==> src/rtl/sram_exp_pkg.sv <==
// Shared definitions for the FP32 exp() SRAM lookup tables.
// The table index layout is {E_adj, mantissa slice, sign}. The write side
// and any later readback block share these constants and the FSM state type.
package sram_exp_pkg;

    localparam int EMIN    = -7;
    localparam int EMAX    = 6;
    localparam int E_ADJ_W = 4;
    localparam int HI_M_W  = 11;
    localparam int LO_M_W  = 12;

    localparam int HI_AW_DEF = E_ADJ_W + HI_M_W + 1;
    localparam int LO_AW_DEF = E_ADJ_W + LO_M_W + 1;
    localparam int DW_DEF    = 32;

    typedef enum logic [1:0] {
        ST_IDLE    = 2'd0,
        ST_LOAD_HI = 2'd1,
        ST_LOAD_LO = 2'd2,
        ST_DONE    = 2'd3
    } wr_state_t;

endpackage

==> src/rtl/sram_exp_table_writer_if.sv <==
// Valid/ready entry stream feeding the exp() table writer.
// The host drives entries through the master modport. The writer takes them
// through the slave modport.
interface sram_exp_table_writer_if
    import sram_exp_pkg::*;
#(
    parameter int DW = DW_DEF
);
    logic          s_valid;
    logic          s_ready;
    logic [DW-1:0] s_data;

    modport master (output s_valid, output s_data, input s_ready);
    modport slave  (input s_valid, input s_data, output s_ready);

endinterface

==> src/rtl/sram_exp_table_writer.sv <==
// Write side of the FP32 exp() lookup tables.
// The writer takes the entry stream and writes the HI table first, then the LO
// table, each in address order. It keeps a running checksum for each table.
// done marks a complete image, and the lookup path waits for it.
module sram_exp_table_writer
    import sram_exp_pkg::*;
#(
    parameter int HI_AW = HI_AW_DEF,
    parameter int LO_AW = LO_AW_DEF,
    parameter int DW    = DW_DEF
) (
    input  logic                  clk,
    input  logic                  rst,
    input  logic                  start,
    input  logic                  abort,
    sram_exp_table_writer_if.slave s_if,
    output logic                  hi_we,
    output logic [HI_AW-1:0]      hi_addr,
    output logic [DW-1:0]         hi_wdata,
    output logic                  lo_we,
    output logic [LO_AW-1:0]      lo_addr,
    output logic [DW-1:0]         lo_wdata,
    output logic                  busy,
    output logic                  done,
    output logic [31:0]           hi_sum,
    output logic [31:0]           lo_sum
);

    // One counter serves both tables, so it must span the wider address.
    localparam int CW = (HI_AW > LO_AW) ? HI_AW : LO_AW;
    localparam logic [CW-1:0] HI_LAST = CW'((64'd1 << HI_AW) - 64'd1);
    localparam logic [CW-1:0] LO_LAST = CW'((64'd1 << LO_AW) - 64'd1);

    wr_state_t     state;
    wr_state_t     state_nxt;
    logic [CW-1:0] addr_cnt;
    logic          xfer;
    logic          xfer_hi;
    logic          xfer_lo;
    logic          hi_last;
    logic          lo_last;
    logic          load_begin;

    // ready comes only from the state register. This keeps it free of any
    // combinational path from valid, and it stays high across the HI->LO step.
    assign busy        = (state == ST_LOAD_HI) || (state == ST_LOAD_LO);
    assign s_if.s_ready = busy;
    assign xfer        = s_if.s_valid & busy;
    assign xfer_hi     = xfer && (state == ST_LOAD_HI);
    assign xfer_lo     = xfer && (state == ST_LOAD_LO);
    assign hi_last     = xfer_hi && (addr_cnt == HI_LAST);
    assign lo_last     = xfer_lo && (addr_cnt == LO_LAST);
    assign load_begin  = start && ((state == ST_IDLE) || (state == ST_DONE));

    // State register.
    always_ff @(posedge clk or negedge rst) begin
        if (!rst) state <= ST_IDLE;
        else      state <= state_nxt;
    end

    // Next-state decode. abort outranks the terminal handshake while loading.
    always_comb begin
        state_nxt = state;
        case (state)
            ST_IDLE, ST_DONE: if (start) state_nxt = ST_LOAD_HI;
            ST_LOAD_HI: begin
                if (abort)        state_nxt = ST_IDLE;
                else if (hi_last) state_nxt = ST_LOAD_LO;
            end
            ST_LOAD_LO: begin
                if (abort)        state_nxt = ST_IDLE;
                else if (lo_last) state_nxt = ST_DONE;
            end
            default: state_nxt = ST_IDLE;
        endcase
    end

    // Address counter. It restarts at each load and again at the HI->LO handoff.
    always_ff @(posedge clk or negedge rst) begin
        if (!rst)                                addr_cnt <= '0;
        else if (load_begin || hi_last || lo_last) addr_cnt <= '0;
        else if (xfer)                           addr_cnt <= addr_cnt + 1'b1;
    end

    // SRAM write ports, registered one cycle behind the handshake.
    always_ff @(posedge clk or negedge rst) begin
        if (!rst) begin
            hi_we    <= 1'b0;
            hi_addr  <= '0;
            hi_wdata <= '0;
            lo_we    <= 1'b0;
            lo_addr  <= '0;
            lo_wdata <= '0;
        end else begin
            hi_we <= xfer_hi;
            lo_we <= xfer_lo;
            if (xfer_hi) begin
                hi_addr  <= addr_cnt[HI_AW-1:0];
                hi_wdata <= s_if.s_data;
            end
            if (xfer_lo) begin
                lo_addr  <= addr_cnt[LO_AW-1:0];
                lo_wdata <= s_if.s_data;
            end
        end
    end

    // Per-table checksums. They update with the write and hold through an abort.
    always_ff @(posedge clk or negedge rst) begin
        if (!rst) begin
            hi_sum <= '0;
            lo_sum <= '0;
        end else if (load_begin) begin
            hi_sum <= '0;
            lo_sum <= '0;
        end else begin
            if (xfer_hi) hi_sum <= hi_sum + 32'(s_if.s_data);
            if (xfer_lo) lo_sum <= lo_sum + 32'(s_if.s_data);
        end
    end

    // done rises the cycle after DONE is entered, which is after the final LO
    // write has landed. It stays set until the next load begins.
    always_ff @(posedge clk or negedge rst) begin
        if (!rst)                   done <= 1'b0;
        else if (load_begin)        done <= 1'b0;
        else if (state == ST_DONE)  done <= 1'b1;
    end

endmodule

==> src/flat_wrapper.sv <==
// flat-port wrapper written by rule: the top's interface ports become plain ports
module sram_exp_table_writer_flat import sram_exp_pkg::*;
#(
    parameter int HI_AW = HI_AW_DEF,
    parameter int LO_AW = LO_AW_DEF,
    parameter int DW    = DW_DEF
)
  (clk, rst, start, abort, hi_we, hi_addr, hi_wdata, lo_we, lo_addr, lo_wdata, busy, done, hi_sum, lo_sum, s_if_s_valid, s_if_s_data, s_if_s_ready);
  sram_exp_table_writer_if #(.DW(DW)) s_if_i ();
  input  logic clk;
  input  logic rst;
  input  logic start;
  input  logic abort;
  output logic hi_we;
  output logic [HI_AW-1:0] hi_addr;
  output logic [DW-1:0] hi_wdata;
  output logic lo_we;
  output logic [LO_AW-1:0] lo_addr;
  output logic [DW-1:0] lo_wdata;
  output logic busy;
  output logic done;
  output logic [31:0] hi_sum;
  output logic [31:0] lo_sum;
  input wire logic [$bits(s_if_i.s_valid)-1:0] s_if_s_valid;
  input wire logic [$bits(s_if_i.s_data)-1:0] s_if_s_data;
  output wire logic [$bits(s_if_i.s_ready)-1:0] s_if_s_ready;
  assign s_if_i.s_valid = s_if_s_valid;
  assign s_if_i.s_data = s_if_s_data;
  assign s_if_s_ready = s_if_i.s_ready;
  sram_exp_table_writer #(.HI_AW(HI_AW), .LO_AW(LO_AW), .DW(DW)) u_core (.clk(clk), .rst(rst), .start(start), .abort(abort), .s_if(s_if_i), .hi_we(hi_we), .hi_addr(hi_addr), .hi_wdata(hi_wdata), .lo_we(lo_we), .lo_addr(lo_addr), .lo_wdata(lo_wdata), .busy(busy), .done(done), .hi_sum(hi_sum), .lo_sum(lo_sum));
endmodule
==> config.mk <==
export PLATFORM = sky130hd
export DESIGN_NAME = sram_exp_table_writer_flat
export DESIGN_NICKNAME = d
export VERILOG_FILES = /design/src/rtl/sram_exp_pkg.sv /design/src/rtl/sram_exp_table_writer_if.sv /design/src/rtl/sram_exp_table_writer.sv /design/src/flat_wrapper.sv
export SDC_FILE = /design/constraint.sdc
export NUM_CORES = 1
export LEC_CHECK = 0
export CAP_MARGIN = 20
export CORE_MARGIN = 8
export CORE_UTILIZATION = 53
export CTS_CLUSTER_SIZE = 25
export DETAILED_ROUTE_END_ITERATION = 10
export PLACE_DENSITY = 0.82
export SLEW_MARGIN = 15
export SYNTH_ARGS = -nofsm -noshare
export SYNTH_HDL_FRONTEND = slang
export SYNTH_SLANG_ARGS = --single-unit
==> constraint.sdc <==
create_clock -name clk -period 3.61 [get_ports clk]
set_input_delay 0.361 -clock clk [delete_from_list [all_inputs] [get_ports clk]]
set_output_delay 0.361 -clock clk [all_outputs]
set_load 0.01 [all_outputs]
Yosys cells after proc, flatten, opt, wreduce, memory -nomap -nowiden
Index checks and enable logic that the tools add are counted.
{"block": "totals", "reg_bits": 183, "input_bits": 37, "output_inout_bits": 166, "wordCells": 53}
{"block": "classes", "n_addsub": 3, "eq_ne": 8, "n_mux": 14, "bitwise_logic": 1, "reduce_logical": 16}
{"op": "$mux 32", "count": 4}
{"op": "$add 32x32->32", "count": 2}
{"op": "$mux 17", "count": 2}
{"op": "$add 17x1->17 const B", "count": 1}
{"op": "$eq 17x16->1 const B", "count": 1}
{"op": "$eq 17x17->1 const B", "count": 1}
{"op": "$mux 2", "count": 5}
{"op": "$reduce_bool 2->1", "count": 4}
{"op": "$ne 3x2->1 const B", "count": 2}
{"op": "$pmux 2 s3", "count": 1}
{"op": "$logic_and 1x1->1", "count": 5}
{"op": "$eq 2x2->1 const B", "count": 2}
{"op": "$logic_or 1x1->1", "count": 4}
{"op": "$reduce_and 3->1", "count": 1}
{"op": "$eq 2x1->1 const B", "count": 1}
{"op": "$logic_not 2->1", "count": 1}
{"op": "$mux 1", "count": 2}
{"op": "$ne 2x2->1 const B", "count": 1}
{"op": "$reduce_or 2->1", "count": 1}
{"op": "$and 1x1->1", "count": 1}

Logic depth before layout (Yosys ltp)
{"block": "logic_depth", "word_depth": 8, "ltp_mapped": 12, "ltp_nobuf": 11}

Least setup slack after synthesis
Ideal clock, no wire load.
{"block": "synth_timing", "path_type": "reg2reg", "start": "register u_core.hi_sum[0]", "end": "register u_core.hi_sum[24]", "setup_ps": 133, "arrival_time_ps": 2978, "required_time_ps": 3477, "slack_ps": 500, "path_stages_with_launch": 12, "n_path_buf": 0, "period_less_slack_ps": 3110, "cell_sequence": "dfrtp_1 -> ha_1 -> fa_1 -> a21oi_2 -> o21ai_2 -> a2111oi_4 -> o221ai_2 -> a221oi_2 -> o311ai_2 -> a21o_4 -> a2111oi_4 -> a211oi_2"}
{"block": "synth_via", "elab_chain_cells": 3}
{"item": "start, declared", "line": "sram_exp_table_writer.sv:25", "source": "output logic [31:0] hi_sum,"}
{"item": "start signal, assigned", "line": "sram_exp_table_writer.sv:117", "source": "if (xfer_hi) hi_sum <= hi_sum + 32'(s_if.s_data);"}
{"item": "$add 32x32->32", "line": "sram_exp_table_writer.sv:117"}
{"item": "$mux 32", "line": "sram_exp_table_writer.sv:117"}
{"item": "$mux 32", "line": "sram_exp_table_writer.sv:113", "source": "end else if (load_begin) begin"}
No other way between the ends. The select of a mux whose other input is x is not followed.
A chain may end at the register's enable or synchronous reset.

Final worst setup path
{"block": "layout_timing", "start": "register u_core.hi_sum[0]", "end": "register u_core.hi_sum[28]"}
Same word-level chain as after synthesis.

==> qor.txt <==
Status: completed
Worst-skew pair later-pin latency: 0.44 ns
Pwr Density: 771 mW/mm2
Maxcap violations: 0
Post-synthesis sequential area ratio: 44.3%
Syn. warnings: 0
Post-synthesis register bit count: 183
DRT iter0 DRCs: 643
Die Ht: 156 um
Initial antenna violation count: 0
Post-Syn Nets: 1309
Hold slack final: 0.0370 ns
Initial Util: 53.5%
DRT Pass-1 Iters: 5
Worst slew pin tran: 0.977 ns
Fmax: 302 MHz
Req. time, crit path: 3.92 ns
Global Route Usage Sum: 24.3%
Inserted Clock Buffers: 17
Non-filler cells in the finished layout: 1665
Leak: 6.43 nW
Worst hold path class: in2async
CTS tree: yes
Hold Fails Final Rpt: 0
Rows: 51
Cell taking the most area after synthesis: dfrtp_1
Clk Tree Root Cell: clkbuf_16
Dpl cells: 1633
Rel. slew slack: 34.9%
Synth top area cells: dfrtp_1 44%, nand2_1 13%, ha_1 8.2%, a21oi_1 4.0%, o21ai_0 3.3%
Final setup violation count: 0
DRC Markers: 0
Ports: 203
Top_reg_cell synth: dfrtp_1
Min cycle time layout: 3.31 ns
Synth cell types: 70
Routed wire length: 29700 um
Most frequent cells in the layout: 356 x nand2_1, 201 x clkdlybuf4s50_1, 183 x dfrtp_1, 83 x a21oi_1, 69 x o21ai_0
Nets: 1494
Fin crit share: 91.6%
Slew Viols, Final: 0
Crit path arrival time: 3.62 ns
Syn Inst Count: 1202
Type of the worst setup path: reg2reg
Worst-path maximum fanout: 4
# resized after CTS: 0
Async SR Flop Fraction: 100%
Worst Setup Start Kind: flip-flop
RSZ-0062 raised after global routing: no
Final ANT Viol Nets: 0
Mapped Area: 0.0103 mm2
Die X: 156 um
Fraction of layout cells with a size suffix above 1: 5.57%
Core Box Area: 0.0193 mm2
Worst Setup Slack, final: 0.302 ns
Max rail drop VDD: 0.000401 V
Crit path capture type: flip-flop
Pre-CTS WS: -0.0680 ns
Commonest non-fill, non-tap cell in the layout: nand2_1
CTS Sinks: 183
Via density: 5.67
Area growth from synthesis to layout: 29.0%
Detailed Place HPWL: 20600 um
Top cell type's share of synthesized area: 44.3%
Largest net degree at the start of global routing: 113
First-pass GRT wire length: 47500 um
Number of synthesized flops with an enable pin: 0
Vias: 9442
Buffers on Ports: 202
H-Tree Depth: 4
Worst-case clock skew: 0.00926 ns
Synth Area per Inst: 8.61 um2
Vias in the first global route: 9263
Full die area: 0.0242 mm2
Wire length per cell: 17.8 um
Routability cong.: 0.893
Clk buf depth: 2
Ant. Diodes: 0
Remaining Overflow, GRT: 0
Setup bufs post-CTS: 0
Clk slew on worst S/H paths: 0.07 ns
Cts hold-fix bufs: 0
[where the power goes]
group | internal (mW) | switching (mW) | leakage (nW)
Clock | 1.21 | 0.926 | 0.331
Combinational | 2.37 | 2.65 | 3.66
Sequential | 2.67 | 0.462 | 2.44
[cells in the mapped netlist (5+ instances only)]
library cell,count
nor2b_1,5
a211oi_1,14
nor2_1,62
clkbuf_1,51
nand2_1,358
xor2_1,27
a21oi_1,83
inv_1,23
o31ai_1,7
a21o_1,35
o21a_1,7
o21ai_1,6
ha_1,68
and2_1,5
xnor2_1,31
nand4_1,14
or3_1,6
dfrtp_1,183
o21ai_0,69
nand3_1,47
nor3_1,11
o21bai_1,5
and3_1,10
[cell families (layout without fill, tap and decap cells)]
kind of cell | Yosys count | count (layout) | share of synthesized area (%)
xor gates and xnor gates | 58 | 58 | 4.91
muxes | 3 | 3 | 0.290
and+or+nand+nor | 530 | 530 | 21.3
AOI/OAI and AO/OA | 276 | 276 | 17.5
DFF | 183 | 183 | 44.3
adders and majority gates | 70 | 70 | 8.61
buffers and inverters | 82 | 280 | 3.05
[routing by layer]
| layer | GRT usage, % | share of wire, % | vias up |
|---|---|---|---|
| li1 | - | - | 4485 |
| met1 | 30.3 | 42 | 4591 |
| met2 | 40.8 | 48 | 321 |
| met3 | 6.29 | 7.7 | 45 |
| met4 | 7.53 | 1.8 | 0 |
| met5 | 0 | 0 | - |
[final cells by class]
type / instances / area, um2
fill: 1548 / 5990
multi-input combinational: 937 / 5460
sequential: 183 / 4580
timing repair buffer: 224 / 2200
clock buffer: 17 / 425
tap: 265 / 332
clock inverter: 15 / 251
inverter: 24 / 90.1
[state kept, by name (all words and copies together), names as in the netlist]
name	cells
u_core.hi_we	1
u_core.hi_addr	16
u_core.lo_sum	32
u_core.hi_wdata	32
u_core.done	1
u_core.hi_sum	32
u_core.state	2
u_core.lo_addr	17
u_core.addr_cnt	17
u_core.lo_wdata	32
u_core.lo_we	1
[per-stage QoR]
stage                     util, %  area [um2]  TNS (ns)  total power [mW]
final                        69.0       13300         0              10.3
after global routing         69.0       13300         0              10.9
after CTS                    69.0       13300         0              10.3
after detailed placement     65.5       12700    -0.131              8.15
after global placement       65.5       12700   -0.0455              8.02
after floorplan                 -       10300         0              5.98
[worst paths after layout]
check,from,to,slack (ns),cells past startpoint
worst min-delay path,rst,u_core.lo_wdata[20],0.04,1
worst max-delay path,u_core.hi_sum[0],u_core.hi_sum[28],0.30,11
max in group asynchronous,rst,u_core.done,2.64,2
worst min register to register,u_core.hi_wdata[12],u_core.hi_wdata[12],0.48,2
min in group clk,u_core.hi_wdata[12],u_core.hi_wdata[12],0.48,2
worst max register to register,u_core.hi_sum[0],u_core.hi_sum[28],0.30,11
[critical path, stage by stage (launching register included)]
cell       delay (ns)
dfrtp_1          0.41
ha_1             0.22
fa_1             0.44
a21oi_2          0.21
o21ai_2          0.11
a2111oi_4        0.46
o221ai_2         0.15
a221oi_2         0.33
o311ai_2         0.16
a21o_4           0.28
a2111oi_2        0.34
a211oi_2         0.08
Power figures use the tool's default switching activity.
